## src/rtl/pc_sequencer_if.sv

```systemverilog
// Request/status bundle between decode/branch-resolve (master) and the PC sequencer (slave).
interface pc_sequencer_if #(
    parameter int WIDTH = 16
);
    logic             pc_en;
    logic             branch_taken;
    logic [WIDTH-1:0] branch_offset;
    logic             jump;
    logic             call;
    logic [WIDTH-1:0] jump_target;
    logic             ret;
    logic [WIDTH-1:0] pc_out;
    logic [WIDTH-1:0] pc_next;
    logic             stack_full;
    logic             stack_empty;
    logic             stack_err;
    logic             misalign;

    modport master (
        output pc_en, branch_taken, branch_offset, jump, call, jump_target, ret,
        input  pc_out, pc_next, stack_full, stack_empty, stack_err, misalign
    );

    modport slave (
        input  pc_en, branch_taken, branch_offset, jump, call, jump_target, ret,
        output pc_out, pc_next, stack_full, stack_empty, stack_err, misalign
    );
endinterface

```

## src/rtl/pc_sequencer.sv

```systemverilog
// Registered program counter with increment, relative branch, absolute jump and a circular
// call/return stack. Define PC_MISALIGN_TRAP_EN to redirect misaligned targets to TRAP_VECTOR.
module pc_sequencer #(
    parameter int               WIDTH        = 16,
    parameter int               INC          = 2,
    parameter logic [WIDTH-1:0] RESET_VECTOR = '0,
    parameter int               STACK_DEPTH  = 8,
    parameter logic [WIDTH-1:0] TRAP_VECTOR  = WIDTH'(4)
) (
    input logic           clock,
    input logic           reset,
    pc_sequencer_if.slave bus
);
    localparam int PW = $clog2(STACK_DEPTH);
    localparam int CW = PW + 1;

    typedef enum logic [1:0] {
        STK_NONE,
        STK_PUSH,
        STK_POP,
        STK_SWAP
    } stack_op_t;

    logic [WIDTH-1:0] pc_q;
    logic [WIDTH-1:0] stack_mem [STACK_DEPTH];
    logic [PW-1:0]    top_q;
    logic [CW-1:0]    count_q;
    logic             err_q;

    logic [WIDTH-1:0] pc_inc;
    logic [WIDTH-1:0] top_entry;
    logic [WIDTH-1:0] raw_target;
    logic [WIDTH-1:0] next_pc;
    logic             redirect;
    logic             err_set;
    logic             full;
    logic             empty;
    stack_op_t        stack_op;

    assign full      = (count_q == CW'(STACK_DEPTH));
    assign empty     = (count_q == '0);
    assign pc_inc    = pc_q + WIDTH'(INC);
    assign top_entry = stack_mem[top_q];

    always_comb begin
        raw_target = pc_inc;
        redirect   = 1'b0;
        err_set    = 1'b0;
        stack_op   = STK_NONE;
        if (bus.ret && bus.call) begin
            // Tail-call swap; with nothing to return to it degrades to a plain call.
            redirect = 1'b1;
            if (empty) begin
                raw_target = bus.jump_target;
                stack_op   = STK_PUSH;
            end else begin
                raw_target = top_entry;
                stack_op   = STK_SWAP;
            end
        end else if (bus.ret) begin
            if (empty) begin
                err_set = 1'b1;
            end else begin
                raw_target = top_entry;
                redirect   = 1'b1;
                stack_op   = STK_POP;
            end
        end else if (bus.call) begin
            raw_target = bus.jump_target;
            redirect   = 1'b1;
            stack_op   = STK_PUSH;
            err_set    = full;
        end else if (bus.jump) begin
            raw_target = bus.jump_target;
            redirect   = 1'b1;
        end else if (bus.branch_taken) begin
            raw_target = pc_q + bus.branch_offset;
            redirect   = 1'b1;
        end
    end

`ifdef PC_MISALIGN_TRAP_EN
    logic misaligned;
    logic misalign_q;

    assign misaligned = redirect && ((raw_target % WIDTH'(INC)) != '0);
    assign next_pc    = misaligned ? TRAP_VECTOR : raw_target;
    assign bus.misalign = misalign_q;

    always_ff @(posedge clock) begin
        if (reset) begin
            misalign_q <= 1'b0;
        end else begin
            misalign_q <= bus.pc_en && misaligned;
        end
    end
`else
    logic unused_trap;

    assign unused_trap  = ^TRAP_VECTOR;
    assign next_pc      = raw_target;
    assign bus.misalign = 1'b0;
`endif

    always_ff @(posedge clock) begin
        if (reset) begin
            pc_q    <= RESET_VECTOR;
            top_q   <= '0;
            count_q <= '0;
            err_q   <= 1'b0;
        end else if (bus.pc_en) begin
            pc_q  <= next_pc;
            err_q <= err_q | err_set;
            case (stack_op)
                STK_PUSH: begin
                    // When full the pointer walks onto the oldest slot, overwriting it.
                    top_q <= top_q + PW'(1);
                    if (!full) count_q <= count_q + CW'(1);
                end
                STK_POP: begin
                    top_q   <= top_q - PW'(1);
                    count_q <= count_q - CW'(1);
                end
                default: ;
            endcase
        end
    end

    always_ff @(posedge clock) begin
        if (!reset && bus.pc_en) begin
            case (stack_op)
                STK_PUSH: stack_mem[top_q + PW'(1)] <= pc_inc;
                STK_SWAP: stack_mem[top_q]          <= pc_inc;
                default: ;
            endcase
        end
    end

    assign bus.pc_out      = pc_q;
    assign bus.pc_next     = next_pc;
    assign bus.stack_full  = full;
    assign bus.stack_empty = empty;
    assign bus.stack_err   = err_q;
endmodule

```

## src/flat_wrapper.sv

```systemverilog
// flat-port wrapper written by rule: the top's interface ports become plain ports
module pc_sequencer_flat 
#(
    parameter int               WIDTH        = 16,
    parameter int               INC          = 2,
    parameter logic [WIDTH-1:0] RESET_VECTOR = '0,
    parameter int               STACK_DEPTH  = 8,
    parameter logic [WIDTH-1:0] TRAP_VECTOR  = WIDTH'(4)
)
  (clock, reset, bus_pc_en, bus_branch_taken, bus_branch_offset, bus_jump, bus_call, bus_jump_target, bus_ret, bus_pc_out, bus_pc_next, bus_stack_full, bus_stack_empty, bus_stack_err, bus_misalign);
  pc_sequencer_if #(.WIDTH(WIDTH)) bus_i ();
  input logic clock;
  input logic reset;
  input wire logic [$bits(bus_i.pc_en)-1:0] bus_pc_en;
  input wire logic [$bits(bus_i.branch_taken)-1:0] bus_branch_taken;
  input wire logic [$bits(bus_i.branch_offset)-1:0] bus_branch_offset;
  input wire logic [$bits(bus_i.jump)-1:0] bus_jump;
  input wire logic [$bits(bus_i.call)-1:0] bus_call;
  input wire logic [$bits(bus_i.jump_target)-1:0] bus_jump_target;
  input wire logic [$bits(bus_i.ret)-1:0] bus_ret;
  output wire logic [$bits(bus_i.pc_out)-1:0] bus_pc_out;
  output wire logic [$bits(bus_i.pc_next)-1:0] bus_pc_next;
  output wire logic [$bits(bus_i.stack_full)-1:0] bus_stack_full;
  output wire logic [$bits(bus_i.stack_empty)-1:0] bus_stack_empty;
  output wire logic [$bits(bus_i.stack_err)-1:0] bus_stack_err;
  output wire logic [$bits(bus_i.misalign)-1:0] bus_misalign;
  assign bus_i.pc_en = bus_pc_en;
  assign bus_i.branch_taken = bus_branch_taken;
  assign bus_i.branch_offset = bus_branch_offset;
  assign bus_i.jump = bus_jump;
  assign bus_i.call = bus_call;
  assign bus_i.jump_target = bus_jump_target;
  assign bus_i.ret = bus_ret;
  assign bus_pc_out = bus_i.pc_out;
  assign bus_pc_next = bus_i.pc_next;
  assign bus_stack_full = bus_i.stack_full;
  assign bus_stack_empty = bus_i.stack_empty;
  assign bus_stack_err = bus_i.stack_err;
  assign bus_misalign = bus_i.misalign;
  pc_sequencer #(.WIDTH(WIDTH), .INC(INC), .RESET_VECTOR(RESET_VECTOR), .STACK_DEPTH(STACK_DEPTH), .TRAP_VECTOR(TRAP_VECTOR)) u_core (.clock(clock), .reset(reset), .bus(bus_i));
endmodule
```

## config.mk

```make
export PLATFORM = sky130hd
export DESIGN_NAME = pc_sequencer_flat
export DESIGN_NICKNAME = d
export VERILOG_FILES = /design/src/rtl/pc_sequencer_if.sv /design/src/rtl/pc_sequencer.sv /design/src/flat_wrapper.sv
export SDC_FILE = /design/constraint.sdc
export NUM_CORES = 1
export LEC_CHECK = 0
export ABC_CLOCK_PERIOD_IN_PS = 5400
export BUFFER_PORTS_ARGS = -buffer_cell sky130_fd_sc_hd__buf_2
export CORE_MARGIN = 5
export CORE_UTILIZATION = 56
export CTS_CLUSTER_SIZE = 10
export DETAILED_ROUTE_END_ITERATION = 10
export PLACE_DENSITY = 0.81
export SETUP_SLACK_MARGIN = 0.3
export SLEW_MARGIN = 5
export SYNTH_ARGS = -nofsm -noshare
export SYNTH_HDL_FRONTEND = slang
export SYNTH_SLANG_ARGS = --single-unit
```

## constraint.sdc

```tcl
create_clock -name clock -period 5.4 [get_ports clock]
set_input_delay 1.08 -clock clock [delete_from_list [all_inputs] [get_ports clock]]
set_output_delay 1.08 -clock clock [all_outputs]
set_load 0.05 [all_outputs]
```

# Word level (Yosys, flattened, before mapping)
# Memory sizes are Yosys's and may differ from the RTL's. A register that Yosys moved wholly into a read port is not among the register bits.
# Index checks and enable logic that the tools add are counted.
[totals]
word_cells = 55
register_bits = 24
mem_count = 1
mem_bits_rw = 128
out_inout_bits = 36
[memory_table]
columns = ["name", "depth", "width", "rd", "rd_clocked_by_memory_dff", "write_ports", "line", "source"]
rows = [
  ["u_core.stack_mem", 8, 16, 1, 1, 1, "pc_sequencer.sv:25", "logic [WIDTH-1:0] stack_mem [STACK_DEPTH];"],
]
[classes]
n_bitwise = 1
n_eq_ne = 5
n_addsub = 6
n_reduce_logical = 8
n_mux = 30
[op_table]
columns = ["op", "count"]
rows = [
  ["16-bit 2-to-1 mux", 8],
  ["16-bit adder", 1],
  ["16-bit by 2-bit adder with 16-bit output, second input constant", 1],
  ["16-bit OR reduction", 1],
  ["1-bit 2-to-1 mux", 12],
  ["3-bit 2-to-1 mux", 3],
  ["2-bit 2-to-1 mux", 4],
  ["4-bit one-hot mux with 2 select lines", 1],
  ["3-bit one-hot mux with 2 select lines", 1],
  ["4-bit by 1-bit adder with 4-bit output, second input constant", 1],
  ["2-bit equality test, second input constant", 2],
  ["4-bit equality test, second input constant", 1],
  ["4-bit logical NOT", 1],
  ["4-bit 2-to-1 mux", 1],
  ["4-bit by 1-bit subtractor with 4-bit output, second input constant", 1],
  ["3-bit by 1-bit adder with 3-bit output, second input constant", 1],
  ["3-bit AND reduction", 1],
  ["3-bit by 1-bit subtractor with 3-bit output, second input constant", 1],
  ["2-bit by 1-bit equality test with 1-bit output, second input constant", 1],
  ["1-bit logical AND", 2],
  ["2-bit != test, second input constant", 1],
  ["2-bit AND reduction", 1],
  ["2-bit nonzero test", 1],
  ["1-bit logical NOT", 1],
  ["1-bit bitwise OR", 1],
]

# Longest topological paths before layout
# Gate-level depths: netlist (run 1).
[logic_depth]
word_depth = 10
mapped_depth = 12
mapped_depth_nobuf = 11

# Worst setup path before layout (run 1)
# OpenSTA, ideal clock, no wires.
[synth_timing]
path_type = "input port to output port"
start = "input bus_branch_offset[2]"
end = "output bus_pc_next[5]"
slack_ns = 0.951
required_ns = 4.320
arrival_time_ns = 3.369
n_path_buf = 0
path_stages = 6
cell_sequence = "ha_1 -> o21ai_0 -> o21ai_0 -> nand2_1 -> xor2_1 -> o31ai_1"
[synth_between]
elab_chain_cells = 6
[synth_lines]
columns = ["item", "line", "source"]
rows = [
  ["start: declaration", "flat_wrapper.sv:16", "input wire logic [$bits(bus_i.branch_offset)-1:0] bus_branch_offset;"],
  ["16-bit adder", "pc_sequencer.sv:77", "raw_target = pc_q + bus.branch_offset;"],
  ["16-bit 2-to-1 mux", "pc_sequencer.sv:76", "end else if (bus.branch_taken) begin"],
  ["16-bit 2-to-1 mux", "pc_sequencer.sv:73", "end else if (bus.jump) begin"],
  ["16-bit 2-to-1 mux", "pc_sequencer.sv:68", "end else if (bus.call) begin"],
  ["16-bit 2-to-1 mux", "pc_sequencer.sv:60", "end else if (bus.ret) begin"],
  ["16-bit 2-to-1 mux", "pc_sequencer.sv:50", "if (bus.ret && bus.call) begin"],
  ["end: declaration", "flat_wrapper.sv:22", "output wire logic [$bits(bus_i.pc_next)-1:0] bus_pc_next;"],
]
# No other way between the ends.

# Worst setup path after layout (run 1)
[layout_timing]
start = "input bus_branch_offset[0]"
end = "output bus_pc_next[12]"
# Same word-level chain as after synthesis.

==> summary.txt, run 1 <==
Clocking
  • Resized cells post-CTS: 0
  • Num CTS Buffers: 17
  • Clock sinks: 155
  • Clk Latency, worst-skew pair: 0.42 ns
  • Clk pin slew, worst setup/hold paths: 0.06 ns
  • CTS tree: done
  • H-Tree Depth: 4
  • Clock Root Buffer: clkbuf_16
  • Clk buf depth: 2
  • Cts hold-fix bufs: 0
  • Post-CTS setup buffer count: 0

Die
  • Die height: 131 um
  • Die Area: 0.0172 mm^2
  • Rows: 44
  • Std-Cell Core Area: 0.0144 mm^2
  • Initial Utilization: 0.568
  • Top Ports: 75
  • Die Width: 131 um

Timing
  • Final min period: 4.85 ns
  • Clock skew: 0.00847 ns
  • RSZ-0062 raised after global routing: no
  • Slew headroom: 0.347
  • Setup TNS: 0 ns
  • Period utilisation layout: 0.898
  • Final Slew Violations: 0
  • Hold Vio Cnt, Final: 0
  • Fmax: 206 MHz
  • Slew @ Worst Pin: 0.971 ns
  • Setup violators final: 0

Yosys
  • Share of the synthesized area in the top cell type: 0.469
  • Synth Net Count: 730
  • Syn Std Cell Area: 0.00819 mm^2
  • Post-Syn Instances: 666
  • Yosys warns: 0
  • Cell taking the most area after synthesis: edfxtp_1
  • Post-synthesis sequential area ratio: 0.535
  • #FFs+latches synth: 155
  • Post-Syn Area per Cell: 12.3 um^2
  • Netlist cell types: 72
  • EDFF count, synth: 128
  • Main synth FF type: edfxtp_1
  • Top post-synthesis cells by area: edfxtp_1 47%, mux4_2 8.8%, dfxtp_1 6.6%, ha_1 3.5%, nor2_1 2.7%
  • Async S/R FF share, synth: 0

Routing
  • Post-route ant nets: 0
  • Vias: 6242
  • Iteration-0 DRC Markers: 767
  • # DRC: 0
  • Via density: 6.68
  • Routed WL: 23200 um
  • DR pass1 iterations: 7
  • Wire per inst: 24.8 um

Finish
  • Fillcell total: 1103
  • Layout Cells excl Fill: 934
  • Antenna cells: 0
  • Layout Utilization: 0.651
  • Finished Cell Area: 0.00939 mm^2
  • Share of layout cells above drive strength 1: 0.231
  • # nets final: 801
  • Synth-to-layout area growth: 14.6%

Global route
  • GRT overflow: 0
  • Vias in the first global route: 6340
  • Gr usage total: 0.284
  • First-pass GRT wire length: 35800 um
  • Largest net degree at the start of global routing: 35
  • Antenna violations before repair: 0

Critical path
  • Worst EP required: 4.32 ns
  • Worst setup path class: primary input to output pin
  • Critical path launch point type: primary input
  • Worst-path fanout max: 3
  • CP endpoint kind: output pin
  • Crit path arrival time: 3.77 ns

Placed design
  • Buffers on Ports: 73
  • DP Cell Count: 902
  • DP Wirelength: 15900 um
  • GPL Wtd Cong: 0.934
  • Placed cell areas: 0.00873 mm^2

Run status
  • Status: finished, final reports clean

Power
  • Final Power: 3490 uW
  • P per Cell Area: 371 mW/mm^2
  • Leak Pwr: 0.00344 uW
  • VDD IR-drop max: 0.320 mV

Hold path
  • Hold Crit Class: flop to flop

Run
  • Max Cap Viol: 0
[path summary, 6_finish.rpt]
path | start | to | slack, ns | cells after the start
max | bus_branch_offset[0] | bus_pc_next[12] | 0.55 | 10
min | u_core.bus.stack_err | u_core.bus.stack_err | 0.48 | 2
max reg2reg | u_core.bus.pc_out[0] | u_core.bus.pc_out[12] | 2.27 | 8
min reg2reg | u_core.bus.stack_err | u_core.bus.stack_err | 0.48 | 2
[routing by layer]
layer | share of wire | track usage | up-vias
li1 | - | - | 2749
met1 | 0.40 | 0.376 | 3092
met2 | 0.49 | 0.465 | 358
met3 | 0.086 | 0.0699 | 43
met4 | 0.021 | 0.0913 | 0
met5 | 0 | 0 | -
[synthesized netlist by cell type (14+ instances only)]
library cell / instances
a21oi_1: 29
o21ai_0: 31
nand2_1: 48
nand3_1: 16
mux4_2: 32
dfxtp_1: 27
xnor2_1: 14
ha_1: 23
clkbuf_1: 17
edfxtp_1: 128
mux2i_1: 22
a211oi_1: 21
inv_1: 17
nor2_1: 59
[area by class of cell]
type,count,area [um^2],share of cell area
clock buffer,22,474,0.0505
clock inverter,10,186,0.0198
inverter,19,71.3,0.00759
multi-input combinational,456,3570,0.380
sequential,155,4390,0.467
tap,184,230,0.0245
timing repair buffer,88,478,0.0509
[stage by stage]
step / hold slack, ns / worst slack, ns
after floorplan: 0.484 / 0.951
after global placement: 0.450 / 0.639
after detailed placement: 0.463 / 0.657
after CTS: 0.478 / 0.617
after global routing: 0.523 / 0.334
final: 0.476 / 0.553
[where the power goes]
group,internal [uW],total [uW],switching [uW],leakage (uW)
logic,251,754,503,0.00172
registers,1350,1410,64.5,0.00140
clock network,860,1320,462,0.000325
total,2460,3490,1030,0.00344
[critical path: stages]
cell and delay, ns:
buf_2 0.10, ha_1 0.23, fa_1 0.45, a211oi_1 0.63, o21ai_0 0.24, a31oi_1 0.26
mux2i_1 0.26, o22ai_1 0.13, nand2_1 0.11, buf_2 0.26
[registers in the layout, indices dropped and copies added, names as in the netlist, named ones only]
| register | cells |
|---|---|
| u_core.stack_mem | 128 |
| u_core.bus.stack_err | 1 |
| u_core.bus.pc_out | 16 |
| u_core.count_q | 4 |
| u_core.top_q | 3 |
[cell usage in the layout (no fill, tap or decap), drive strengths merged, types with 7 or more instances in the layout]
cell type and n:
nand2 49, a211oi 21, xnor2 14, o22ai 10, clkbuf 22, nand3 17, mux2i 22, a311oi 9
mux4 32, o21ai 33, nor2 59, buf 88, edfxtp 128, inv 21, nor3 13, o31ai 7
a21o 10, a21oi 29, o211ai 7, dfxtp 27, ha 23, or3 8, xor2 9, o21a 7
[kinds of logic (layout without fill, tap and decap cells)]
logic type               count (synthesis)  in the layout  share of synthesized area
AND/OR/NAND/NOR                        186            186                      0.113
buffers and inverters                   55            139                     0.0296
other                                    1              1                   0.000458
XOR/XNOR                                23             23                     0.0246
AO/OA/AOI/OAI                          162            162                      0.136
multiplexers                            59             59                      0.122
flip-flops                             155            155                      0.535
adder cells (fa/ha/maj)                 25             25                     0.0400
Note: power is estimated with default switching activity, not from simulation.
==> run 2: changes to the inputs <==
--- a/config.mk
+++ b/config.mk
@@ -8,10 +8,11 @@
 export ABC_CLOCK_PERIOD_IN_PS = 5400
 export BUFFER_PORTS_ARGS = -buffer_cell sky130_fd_sc_hd__buf_2
 export CORE_MARGIN = 5
-export CORE_UTILIZATION = 56
+export CORE_UTILIZATION = 58
 export CTS_CLUSTER_SIZE = 10
 export DETAILED_ROUTE_END_ITERATION = 10
-export PLACE_DENSITY = 0.81
+export HOLD_SLACK_MARGIN = 0.12
+export PLACE_DENSITY = 0.83
 export SETUP_SLACK_MARGIN = 0.3
 export SLEW_MARGIN = 5
 export SYNTH_ARGS = -nofsm -noshare
==> run 2 against run 1 <==
  * Register-to-register slack got worse by 0.06 ns
  * Setup slack improved by 0.044 ns
  * Design area decreased by 0.47%
  * Critical path type unchanged
  * Critical endpoint is now bus_pc_next[8]
==> summary.txt, run 2 (synthesized netlist as in run 1, its figures left out) <==
Run status
  • Status: finished, final reports clean

Finish
  • Synth-to-layout area growth: 14.1%
  • Top reg by flops: u_core.stack_mem
  • Max reg flops: 128
  • # nets final: 800
  • Highest-count cells in the layout ignoring fill and taps: 128 x edfxtp_1, 73 x buf_2, 59 x nor2_1, 48 x nand2_1, 32 x mux4_2
  • Most common cell after layout, fill and taps aside: edfxtp_1
  • Fillcell total: 1022
  • Layout Utilization: 0.674
  • Antenna cells: 0
  • Share of layout cells above drive strength 1: 0.224

Placed design
  • Buffers on Ports: 73
  • GPL Wtd Cong: 1.04
  • Pre-CTS WS: 0.699 ns
  • DP Wirelength: 15400 um

Clocking
  • Num CTS Buffers: 17
  • Clk Latency, worst-skew pair: 0.42 ns
  • Post-CTS setup buffer count: 0
  • Clk buf depth: 2
  • Clock Root Buffer: clkbuf_16
  • Clock sinks: 155
  • Clk pin slew, worst setup/hold paths: 0.06 ns
  • Cts hold-fix bufs: 0
  • H-Tree Depth: 4
  • Resized cells post-CTS: 0
  • CTS tree: done

Routing
  • Post-route ant nets: 0
  • DR pass1 iterations: 5
  • Routed WL: 22400 um
  • Via density: 6.73
  • # DRC: 0
  • Vias: 6255
  • Iteration-0 DRC Markers: 707
  • Wire per inst: 24.1 um

Critical path
  • Worst setup path class: primary input to output pin
  • Worst EP required: 4.32 ns
  • CP endpoint kind: output pin
  • Worst-path fanout max: 4
  • Critical-path top delay cell: a211oi_1
  • CP max stage delay: 0.59 ns
  • Crit path arrival time: 3.72 ns
  • Worst path most repeated cell: buf_2
  • Critical path launch point type: primary input
  • Crit-path cells: buf_2 -> ha_1 -> fa_1 -> a211oi_1 -> o21a_1 -> o21ai_0 -> a311oi_1 -> a21o_1 -> mux2_2 -> buf_2

Global route
  • Largest net degree at the start of global routing: 35
  • Antenna violations before repair: 0
  • GRT overflow: 0
  • Gr usage total: 0.281
  • First-pass GRT wire length: 34800 um
  • Vias in the first global route: 6209

Power
  • Final Power: 3450 uW
  • P per Cell Area: 369 mW/mm^2
  • VDD IR-drop max: 0.238 mV
  • Leak Pwr: 0.00342 uW

Timing
  • Setup violators final: 0
  • Clock skew: 0.00745 ns
  • Final min period: 4.80 ns
  • Slew headroom: 0.389
  • Hold Vio Cnt, Final: 0
  • RSZ-0062 raised after global routing: no
  • Slew @ Worst Pin: 0.909 ns
  • Fin worst setup slack: 0.597 ns
  • Period utilisation layout: 0.890
  • Setup TNS: 0 ns
  • Hold Worst Slack: 0.467 ns
  • Fmax: 208 MHz
  • Final Slew Violations: 0

Die
  • Die height: 129 um
  • Rows: 43
  • Top Ports: 75
  • Std-Cell Core Area: 0.0139 mm^2
  • Die Area: 0.0166 mm^2
  • Initial Utilization: 0.590
  • Die Width: 129 um

Run
  • Max Cap Viol: 0

Hold path
  • Hold Crit Class: flop to flop
[run 2: cell type report]
| class | count | area [um^2] | share of cell area |
|---|---|---|---|
| sequential | 155 | 4390 | 0.469 |
| multi-input combinational | 456 | 3570 | 0.382 |
| timing repair buffer | 87 | 470 | 0.0503 |
| clock buffer | 20 | 437 | 0.0467 |
| tap | 180 | 225 | 0.0241 |
| clock inverter | 12 | 193 | 0.0206 |
| inverter | 19 | 71.3 | 0.00763 |
[run 2: report_power, final]
| group | leakage (uW) | switching [uW] | total [uW] | internal, uW |
|---|---|---|---|---|
| Combinational | 0.00172 | 498 | 748 | 250 |
| Sequential | 0.00140 | 62.3 | 1410 | 1350 |
| Clock | 0.000306 | 470 | 1290 | 819 |
| Total | 0.00342 | 1030 | 3450 | 2420 |
[run 2: per-layer routing]
layer / wire, um / vias to the layer above / GRT usage
li1: - / 2745 / -
met1: 8590 / 3046 / 0.382
met2: 10700 / 388 / 0.441
met3: 2360 / 76 / 0.0756
met4: 692 / 0 / 0.0926
met5: 0 / - / 0
[run 2: per-stage QoR]
step	instances	area [um^2]
after floorplan	666	8190
after global placement	897	8720
after detailed placement	897	8720
after CTS	929	9350
after global routing	929	9350
final	929	9350
[run 2: final timing paths]
| path | cells past startpoint | endpoint | start | slack (ns) |
|---|---|---|---|---|
| worst max-delay path | 10 | bus_pc_next[8] | bus_branch_offset[0] | 0.60 |
| worst min register to register | 2 | u_core.bus.stack_err | u_core.bus.stack_err | 0.47 |
| worst max register to register | 9 | u_core.stack_mem[1][3] | u_core.count_q[0] | 2.21 |
| worst min-delay path | 2 | u_core.bus.stack_err | u_core.bus.stack_err | 0.47 |
[run 2: worst max-delay path, delay by kind of cell]
family                   cells  cell delay [ns]
multiplexers                 1             0.15
AO/OA/AOI/OAI                5             1.46
buffers and inverters        2             0.37
adder cells (fa/ha/maj)      2             0.66
